`config.mk`:
```
export PLATFORM = sky130hd
export DESIGN_NAME = pipeline_hazard_ctrl
export DESIGN_NICKNAME = d
export VERILOG_FILES = /design/src/rtl/pipeline_hazard_ctrl_pkg.sv /design/src/rtl/pipeline_hazard_ctrl_load_use_detect.sv /design/src/rtl/pipeline_hazard_ctrl.sv
export SDC_FILE = /design/constraint.sdc
export NUM_CORES = 1
export LEC_CHECK = 0
export CAP_MARGIN = 30
export CORE_UTILIZATION = 29
export DETAILED_ROUTE_END_ITERATION = 10
export GPL_TIMING_DRIVEN = 0
export PLACE_DENSITY = 0.88
export SLEW_MARGIN = 20
export SYNTH_ARGS = -nofsm -noshare
export SYNTH_HDL_FRONTEND = slang
export SYNTH_SLANG_ARGS = --single-unit
```
`constraint.sdc`:
```
create_clock -name clk_i -period 2.1 [get_ports clk_i]
set_clock_uncertainty 0.1 [all_clocks]
set_input_delay 0.42 -clock clk_i [delete_from_list [all_inputs] [get_ports clk_i]]
set_output_delay 0.42 -clock clk_i [all_outputs]
set_load 0.02 [all_outputs]
```
`src/rtl/pipeline_hazard_ctrl_pkg.sv`:
```
// Shared pipeline types: per-register control commands and hazard-controller state.
// Consumed by pipeline_hazard_ctrl and its load-use detector.
package pipeline_hazard_ctrl_pkg;

    typedef enum logic [1:0] {
        CONTINUE = 2'd0,
        STALL    = 2'd1,
        FLUSH    = 2'd2
    } pipeline_control_t;

    typedef logic [1:0] hazard_state_t;

    localparam hazard_state_t RUN        = 2'd0;
    localparam hazard_state_t LOAD_STALL = 2'd1;
    localparam hazard_state_t MEM_WAIT   = 2'd2;

    localparam logic [4:0] REG_X0 = 5'd0;

    function automatic logic reg_match(input logic uses, input logic [4:0] rs, input logic [4:0] rd);
        return uses && (rs == rd);
    endfunction

endpackage

```
`src/rtl/pipeline_hazard_ctrl_load_use_detect.sv`:
```
// Combinational load-use detector: the decode instruction reads the register a load in
// execute is about to write. x0 never creates a dependency.
module load_use_detect
    import pipeline_hazard_ctrl_pkg::*;
(
    input  logic [4:0] rs1,
    input  logic [4:0] rs2,
    input  logic       uses_rs1,
    input  logic       uses_rs2,
    input  logic [4:0] rd,
    input  logic       mem_read,
    output logic       loaduse
);

    assign loaduse = mem_read && (rd != REG_X0) &&
                     (reg_match(uses_rs1, rs1, rd) || reg_match(uses_rs2, rs2, rd));

endmodule

```
`src/rtl/pipeline_hazard_ctrl.sv`:
```
// Pipeline hazard controller: load-use stalls, branch flushes and data-memory waits.
// Optional performance counters are built when HAZARD_PERF_EN is defined.
module pipeline_hazard_ctrl
    import pipeline_hazard_ctrl_pkg::*;
#(
    parameter int LOAD_USE_STALLS = 1,
    parameter int COUNT_WIDTH     = 32
)
(
    input  logic                   clk_i,
    input  logic                   rst_i,
    input  logic [4:0]             dec_rs1_i,
    input  logic [4:0]             dec_rs2_i,
    input  logic                   dec_uses_rs1_i,
    input  logic                   dec_uses_rs2_i,
    input  logic [4:0]             ex_rd_i,
    input  logic                   ex_mem_read_i,
    input  logic                   ex_branch_taken_i,
    input  logic                   mem_req_i,
    input  logic                   mem_ready_i,
    output pipeline_control_t      fetch_ctrl_o,
    output pipeline_control_t      decode_ctrl_o,
    output pipeline_control_t      execute_ctrl_o,
    output pipeline_control_t      memory_ctrl_o,
    output logic                   pc_hold_o,
    output logic [COUNT_WIDTH-1:0] stall_count_o,
    output logic [COUNT_WIDTH-1:0] flush_count_o,
    output hazard_state_t          dbg_state_o
);

    localparam logic [1:0] RELOAD = 2'(LOAD_USE_STALLS - 1);

    logic          memwait;
    logic          loaduse;
    hazard_state_t state_q, state_d;
    logic [1:0]    count_q, count_d;

    load_use_detect u_load_use_detect (
        .rs1      (dec_rs1_i),
        .rs2      (dec_rs2_i),
        .uses_rs1 (dec_uses_rs1_i),
        .uses_rs2 (dec_uses_rs2_i),
        .rd       (ex_rd_i),
        .mem_read (ex_mem_read_i),
        .loaduse  (loaduse)
    );

    assign memwait     = mem_req_i && !mem_ready_i;
    assign dbg_state_o = state_q;

    always_comb begin
        fetch_ctrl_o   = CONTINUE;
        decode_ctrl_o  = CONTINUE;
        execute_ctrl_o = CONTINUE;
        memory_ctrl_o  = CONTINUE;
        pc_hold_o      = 1'b0;
        state_d        = state_q;
        count_d        = count_q;
        if (rst_i) begin
            fetch_ctrl_o   = FLUSH;
            decode_ctrl_o  = FLUSH;
            execute_ctrl_o = FLUSH;
            memory_ctrl_o  = FLUSH;
            pc_hold_o      = 1'b1;
            state_d        = RUN;
            count_d        = 2'd0;
        end else if (memwait) begin
            // The remaining load-stall count is left untouched so it resumes after the wait.
            fetch_ctrl_o   = STALL;
            decode_ctrl_o  = STALL;
            execute_ctrl_o = STALL;
            memory_ctrl_o  = FLUSH;
            pc_hold_o      = 1'b1;
            state_d        = MEM_WAIT;
        end else if (ex_branch_taken_i) begin
            // The stalled decode instruction is discarded, so any pending load stall dies with it.
            fetch_ctrl_o  = FLUSH;
            decode_ctrl_o = FLUSH;
            state_d       = RUN;
            count_d       = 2'd0;
        end else if (state_q == LOAD_STALL) begin
            fetch_ctrl_o  = STALL;
            decode_ctrl_o = FLUSH;
            pc_hold_o     = 1'b1;
            count_d       = count_q - 2'd1;
            state_d       = (count_q <= 2'd1) ? RUN : LOAD_STALL;
        end else begin
            if (loaduse) begin
                fetch_ctrl_o  = STALL;
                decode_ctrl_o = FLUSH;
                pc_hold_o     = 1'b1;
            end
            if (count_q != 2'd0) begin
                state_d = LOAD_STALL;
            end else if (loaduse && (RELOAD != 2'd0)) begin
                state_d = LOAD_STALL;
                count_d = RELOAD;
            end else begin
                state_d = RUN;
            end
        end
    end

    always_ff @(posedge clk_i) begin
        if (rst_i) begin
            state_q <= RUN;
            count_q <= 2'd0;
        end else begin
            state_q <= state_d;
            count_q <= count_d;
        end
    end

`ifdef HAZARD_PERF_EN
    logic [COUNT_WIDTH-1:0] stall_cnt_q;
    logic [COUNT_WIDTH-1:0] flush_cnt_q;
    logic                   flush_win;

    assign flush_win = ex_branch_taken_i && !memwait;

    always_ff @(posedge clk_i) begin
        if (rst_i) begin
            stall_cnt_q <= '0;
            flush_cnt_q <= '0;
        end else begin
            if (pc_hold_o) begin
                stall_cnt_q <= stall_cnt_q + 1'b1;
            end
            if (flush_win) begin
                flush_cnt_q <= flush_cnt_q + 1'b1;
            end
        end
    end

    assign stall_count_o = stall_cnt_q;
    assign flush_count_o = flush_cnt_q;
`else
    assign stall_count_o = '0;
    assign flush_count_o = '0;
`endif

endmodule

```
## Word-level counts from Yosys, hierarchy flattened

Index checks and enable logic that the tools add are counted.

- Div/mod/pow operators: 0
- Eq/ne operators: 3
- Multiplexer cells: 26
- Shift-type cells: 0
- Magnitude comparators: 1
- Bitwise logic cells: 1
- $add $sub $neg: 1
- Multiply operators: 0
- Reduce and logical (&&, ||, !) cells: 12

Operators by type and width:

| operator | count |
|---|---|
| 2-to-1 mux 2 bit | 14 |
| 2-to-1 mux 1 bit | 12 |
| equality test 5 bit | 2 |
| logical AND 1 bit | 5 |
| nonzero test 5 bit | 1 |
| nonzero test 2 bit | 2 |
| OR reduction 3 bit | 1 |
| equality test 2 x 1 -> 1 bit, second input constant | 1 |
| less-or-equal comparator 2 x 1 -> 1 bit, second input constant | 1 |
| AND reduction 2 bit | 1 |
| subtractor 2 x 1 -> 2 bit, second input constant | 1 |
| logical NOT 1 bit | 1 |
| logical OR 1 bit | 1 |
| NOT 1 bit | 1 |

- Bits in writable memories: 0
- Register bits: 4
- ROM bits: 0
- Memories: 0
- Latch bits: 0
- Output and inout port bits: 75
- Input port bits: 23
- Logic and storage cells: 47

## Logic depth before layout (Yosys ltp)

- Depth in word-level cells: 9
- Gate-level depth with buffers: 5
- Mapped depth without buffers: 5

## Cells and area by module

A second synthesis with hierarchy kept.

- Cell total of the unflattened synthesis: 117
- Area, all modules: 907.1 um2

By module, submodules not included:

| module | cells each | seq. area each (um2) | area an instance (um2) | instances |
|---|---|---|---|---|
| pipeline_hazard_ctrl | 100 | 80.1 | 773.2 | 1 |
| load_use_detect | 17 | 0.0 | 133.9 | 1 |

## Worst setup path before layout

OpenSTA, ideal clock, no wires.

- Path kind: input port to output port
- Start: input port ex_rd_i[4]
- End: output port fetch_ctrl_o[0]
- Arrival time: 1.480 ns
- Data required time: 1.580 ns
- Buffers on the path: 0
- Stages on the path: 4
- Slack: 0.100 ns
- Cell sequence: xor2_1 > nor4_1 > a32oi_1 > o21ai_0

- Word-level cells in the longest chain between the ends: 9
- Elaborated cells on any way between the ends: 13
- Classes of those cells: eq/ne (2); mux (5); reduce/logical (6)

RTL lines:

| element | line | text |
|---|---|---|
| start, declared | pipeline_hazard_ctrl.sv:16 | `input logic [4:0] ex_rd_i,` |
| equality test 5 bit | pipeline_hazard_ctrl_pkg.sv:20 | `return uses && (rs == rd);` |
| logical AND 1 bit | pipeline_hazard_ctrl_pkg.sv:20 |  |
| logical OR 1 bit | pipeline_hazard_ctrl_load_use_detect.sv:16 | `(reg_match(uses_rs1, rs1, rd) \|\| reg_match(uses_rs2, rs2, rd));` |
| logical AND 1 bit (*) | pipeline_hazard_ctrl_load_use_detect.sv:15 | `assign loaduse = mem_read && (rd != REG_X0) &&` |
| 2-to-1 mux 1 bit (*) | pipeline_hazard_ctrl.sv:88 | `if (loaduse) begin` |
| 2-to-1 mux 1 bit (*) | pipeline_hazard_ctrl.sv:81 | `end else if (state_q == LOAD_STALL) begin` |
| 2-to-1 mux 2 bit (*) | pipeline_hazard_ctrl.sv:75 | `end else if (ex_branch_taken_i) begin` |
| 2-to-1 mux 2 bit (*) | pipeline_hazard_ctrl.sv:67 | `end else if (memwait) begin` |
| 2-to-1 mux 2 bit (*) | pipeline_hazard_ctrl.sv:59 | `if (rst_i) begin` |
| end, declared | pipeline_hazard_ctrl.sv:21 | `output pipeline_control_t fetch_ctrl_o,` |

Every way passes the cells marked *; elsewhere a longest branch is shown, timed or not.

## Final worst setup path

- Start: input port ex_rd_i[2]
- End: output port decode_ctrl_o[1]

- Word-level cells in the longest chain between the ends: 9
- Elaborated cells on any way between the ends: 13
- Classes of those cells: eq/ne (2); mux (5); reduce/logical (6)

RTL lines:

| element | line | text |
|---|---|---|
| equality test 5 bit | pipeline_hazard_ctrl_pkg.sv:20 |  |
| logical AND 1 bit | pipeline_hazard_ctrl_pkg.sv:20 |  |
| logical OR 1 bit | pipeline_hazard_ctrl_load_use_detect.sv:16 |  |
| logical AND 1 bit (*) | pipeline_hazard_ctrl_load_use_detect.sv:15 |  |
| 2-to-1 mux 2 bit (*) | pipeline_hazard_ctrl.sv:88 |  |
| 2-to-1 mux 2 bit (*) | pipeline_hazard_ctrl.sv:81 |  |
| 2-to-1 mux 2 bit (*) | pipeline_hazard_ctrl.sv:75 |  |
| 2-to-1 mux 2 bit (*) | pipeline_hazard_ctrl.sv:67 |  |
| 2-to-1 mux 2 bit (*) | pipeline_hazard_ctrl.sv:59 |  |
| end, declared | pipeline_hazard_ctrl.sv:22 | `output pipeline_control_t decode_ctrl_o,` |

Marked as above.

==> results_dict.tcl <==
set metrics [dict create \
    result_of_the_run "finished with violations" \
    violations "setup timing" \
    post_route_cells_drive_above_1_share_pct 43.95 \
    synth_edf_count 0 \
    numClockSinks 4 \
    synth_async_sr_flop_share_pct 0 \
    floorplan.die.width_um 58.16 \
    timing.setup.critical_path_class "in -> out" \
    drt_drc_violations_left 0 \
    detailedRoute.firstPassIterationCount 4 \
    timing.critical_path.fanout_max 3 \
    setup-violations-final 1 \
    period_needed_ns 2.100 \
    port_buffers 31 \
    slack_of_the_critical_path_ns -0.0001460 \
    finalWirelength_um 1940 \
    number_of_cells_traversed_by_the_worst_register_to_register_path 5 \
    cts-buffers-inserted 3 \
    floorplan.initialDensity_pct 30.21 \
    number_of_antenna_violations_at_the_first_check_in_global_routing 0 \
    timing.critical_path.required_ns 1.58 \
    power.net_switching_w 0.0002103 \
    cts_hold_buffers 0 \
    power.density_nw_per_um2 315.9 \
    synth_area_leaders "sky130_fd_sc_hd__buf_4, sky130_fd_sc_hd__dfxtp_1, sky130_fd_sc_hd__xor2_1" \
    power_frac_clock_pct 19.5 \
    synth_area_leader_cell "sky130_fd_sc_hd__buf_4" \
    critical-path-top-delay-family "simple AND/OR/NAND/NOR gates" \
    fin_setup_tns_ns -0.0001460 \
    ys_seq_area_share_pct 8.755 \
    clk_path_buf_depth 2 \
    post_synth_num_cell_types 24 \
    vias 868 \
    final-max-slew-violation-count 0 \
    power.static_leakage_nw 0.9189 \
    first_global_vias 729 \
    postRouteAntennaNets 0 \
    cts_root_buffer "sky130_fd_sc_hd__clkbuf_4" \
    fillers 305 \
    synth.cell_area_sq_um 914.6 \
    core_sq_um 3028 \
    clk_latency_ns 0.24 \
    worst_hold_path_type "in -> reg" \
    synth_most_common_cell "sky130_fd_sc_hd__buf_4" \
    ys_top_cells_by_count "sky130_fd_sc_hd__buf_4, sky130_fd_sc_hd__nor2_1, sky130_fd_sc_hd__xor2_1" \
    avgSynthCellArea_sq_um 7.436 \
    hold_path_depth 2 \
    n_antenna_cell 0 \
    yosys_most_used_dff "sky130_fd_sc_hd__dfxtp_1" \
    timing_hold_violations_final 0 \
    syn_to_final_growth_pct 72.78 \
    global_placer_s_final_weighted_congestion 0.7077 \
    post_drt_via_cell_ratio 3.251 \
    hpwl_detailed_um 1720 \
    max_freq_ghz 0.4762 \
    preCtsSetupSlack_ns -0.8357 \
    power.internal_w 0.0002889 \
    final_nets 250 \
    crit_path_cell_trace "buf_8 -> or4_1 -> o21a_1 -> o22ai_2 -> a31oi_1 -> buf_4" \
    largest_net_degree_at_the_start_of_global_routing 9 \
    wire_length_of_the_first_global_routing_pass_um 2898 \
    critical_path.startpoint_type "input pin" \
    worst_path_largest_cell_delay_ns 0.51 \
    grt_residual_overflow 0 \
    core.rowCount 20 \
    peakVddDrop_v 0.00009829 \
    crit_slowest_cell "sky130_fd_sc_hd__or4_1" \
    htree_num_levels 1 \
    io_pins 98 \
    initialDrtViolationCount 14 \
    fin_cells 267 \
    die_h_um 58.16 \
    yosysWarningCount 0 \
    post_drt_wl_per_cell_um 7.266 \
    worstReg2RegEnd "count_q[1]" \
    drv_cap 0 \
    critical_path_at_ns 1.58 \
    seqPwrFrac_pct 15.5 \
    placed_cells 262 \
    holdCritStartpoint "rst_i" \
    synth_seq_cells 4 \
    reg2reg_from "count_q[0]" \
    yosysTopAreaCellShare_pct 54.99 \
    min_to "count_q[1]" \
    endpoint_kind "primary output" \
    syn_inst 123 \
    grt_setup_unrepaired "true" \
    p_sw_share_pct 42.13 \
    clkSlewWorstSetupHoldPaths_ns 0.04 \
    tritoncts "yes" \
    final_min_period_over_clock_period_pct 100.0 \
    regToRegSetupSlack_ns 0.77 \
    cp_num_buf_inv 2 \
    groute.usage.overall_pct 10.85 \
    die_area_sq_um 3383 \
    comb_power_share_pct 64.9 \
]
[registers in the layout (all words and copies together) (netlist names)]
register	count
dbg_state_o	2
count_q	2
[power by group through the flow]
stage / clock network, W / registers (W) / logic [W]
final: 0.0000975 / 0.0000776 / 0.000324
after global routing: 0.000105 / 0.0000775 / 0.000346
after CTS: 0.000101 / 0.0000776 / 0.000312
after detailed placement: 0 / 0.0000788 / 0.000313
after global placement: 0 / 0.0000788 / 0.000312
after floorplan: 0 / 0.0000797 / 0.000241
[how the worst max path moves through the flow]
stage          depth (start not counted)       start               end  slack, ns
6_report                               6  ex_rd_i[2]  decode_ctrl_o[1]    -0.0001
3_5_place_dp                           6  ex_rd_i[4]         pc_hold_o      -0.84
4_1_cts                                6  ex_rd_i[2]  decode_ctrl_o[1]     -0.009
3_3_place_gp                           6  ex_rd_i[4]  decode_ctrl_o[1]      -0.81
2_1_floorplan                          4  ex_rd_i[4]   fetch_ctrl_o[0]        0.1
5_1_grt                                6  ex_rd_i[3]  decode_ctrl_o[1]      -0.05
[cell families after synthesis]
logic type               Yosys count  share of synthesized area, %
AO/OA/AOI/OAI                     12                         8.618
XOR/XNOR                          10                         9.577
adder cells (fa/ha/maj)            2                         2.736
buffers and inverters             71                         56.77
flip-flops                         4                         8.755
other                              1                        0.4100
AND/OR/NAND/NOR                   23                         13.13
[layout by cell type (no fill, tap or decap), types with 2 or more instances in the layout]
cell / n
sky130_fd_sc_hd__nor4_1: 2
sky130_fd_sc_hd__inv_1: 3
sky130_fd_sc_hd__nor2_1: 6
sky130_fd_sc_hd__a21oi_1: 3
sky130_fd_sc_hd__nor4_2: 2
sky130_fd_sc_hd__nand2_1: 2
sky130_fd_sc_hd__clkbuf_4: 3
sky130_fd_sc_hd__ha_1: 2
sky130_fd_sc_hd__xnor2_1: 2
sky130_fd_sc_hd__buf_6: 2
sky130_fd_sc_hd__clkbuf_2: 4
sky130_fd_sc_hd__nor2b_1: 2
sky130_fd_sc_hd__dlygate4sd2_1: 6
sky130_fd_sc_hd__buf_2: 4
sky130_fd_sc_hd__dfxtp_1: 4
sky130_fd_sc_hd__buf_8: 2
sky130_fd_sc_hd__a31oi_1: 2
sky130_fd_sc_hd__xor2_1: 7
sky130_fd_sc_hd__clkdlybuf4s50_1: 7
sky130_fd_sc_hd__clkdlybuf4s15_1: 2
sky130_fd_sc_hd__clkdlybuf4s15_2: 2
sky130_fd_sc_hd__nand2b_1: 2
sky130_fd_sc_hd__buf_4: 71
sky130_fd_sc_hd__conb_1: 65
[repair_timing]
item / CTS / global route
setup endpoints to repair: 7 / 5
pin swaps: 12 / 10
setup buffers: 1 / 1
gates resized for setup: 78 / 15
endpoints found under the hold margin: 0 / 0
[layer usage]
layer  global-route usage [%]  vias up  share of wire (%)
met3                    2.455        0                8.3
met4                    4.422        0                  0
li1                         -      461                  -
met2                    23.32       52                 59
met5                        0        -                  0
met1                    9.152      355                 33
[per-stage QoR]
stage,area (sq um),hold WS [ns],util (%),power [W]
after floorplan,1155,0.3800,-,0.0003211
after global placement,1520,0.4010,50.21,0.0003907
after detailed placement,1520,0.4006,50.21,0.0003923
after CTS,1556,0.3922,51.41,0.0004908
after global routing,1580,0.4199,52.19,0.0005279
final,1580,0.4026,52.19,0.0004992
[area by class of cell]
type / instances / area [sq um] / area share (%)
Buffer: 68 / 508.0 / 32.15
Sequential cell: 4 / 80.08 / 5.067
Tap cell: 44 / 55.05 / 3.484
Multi-Input combinational cell: 112 / 608.1 / 38.48
Clock buffer: 3 / 22.52 / 1.425
Inverter: 3 / 11.26 / 0.7126
Timing Repair Buffer: 33 / 295.3 / 18.69
Note: power is estimated with default switching activity, not from simulation.
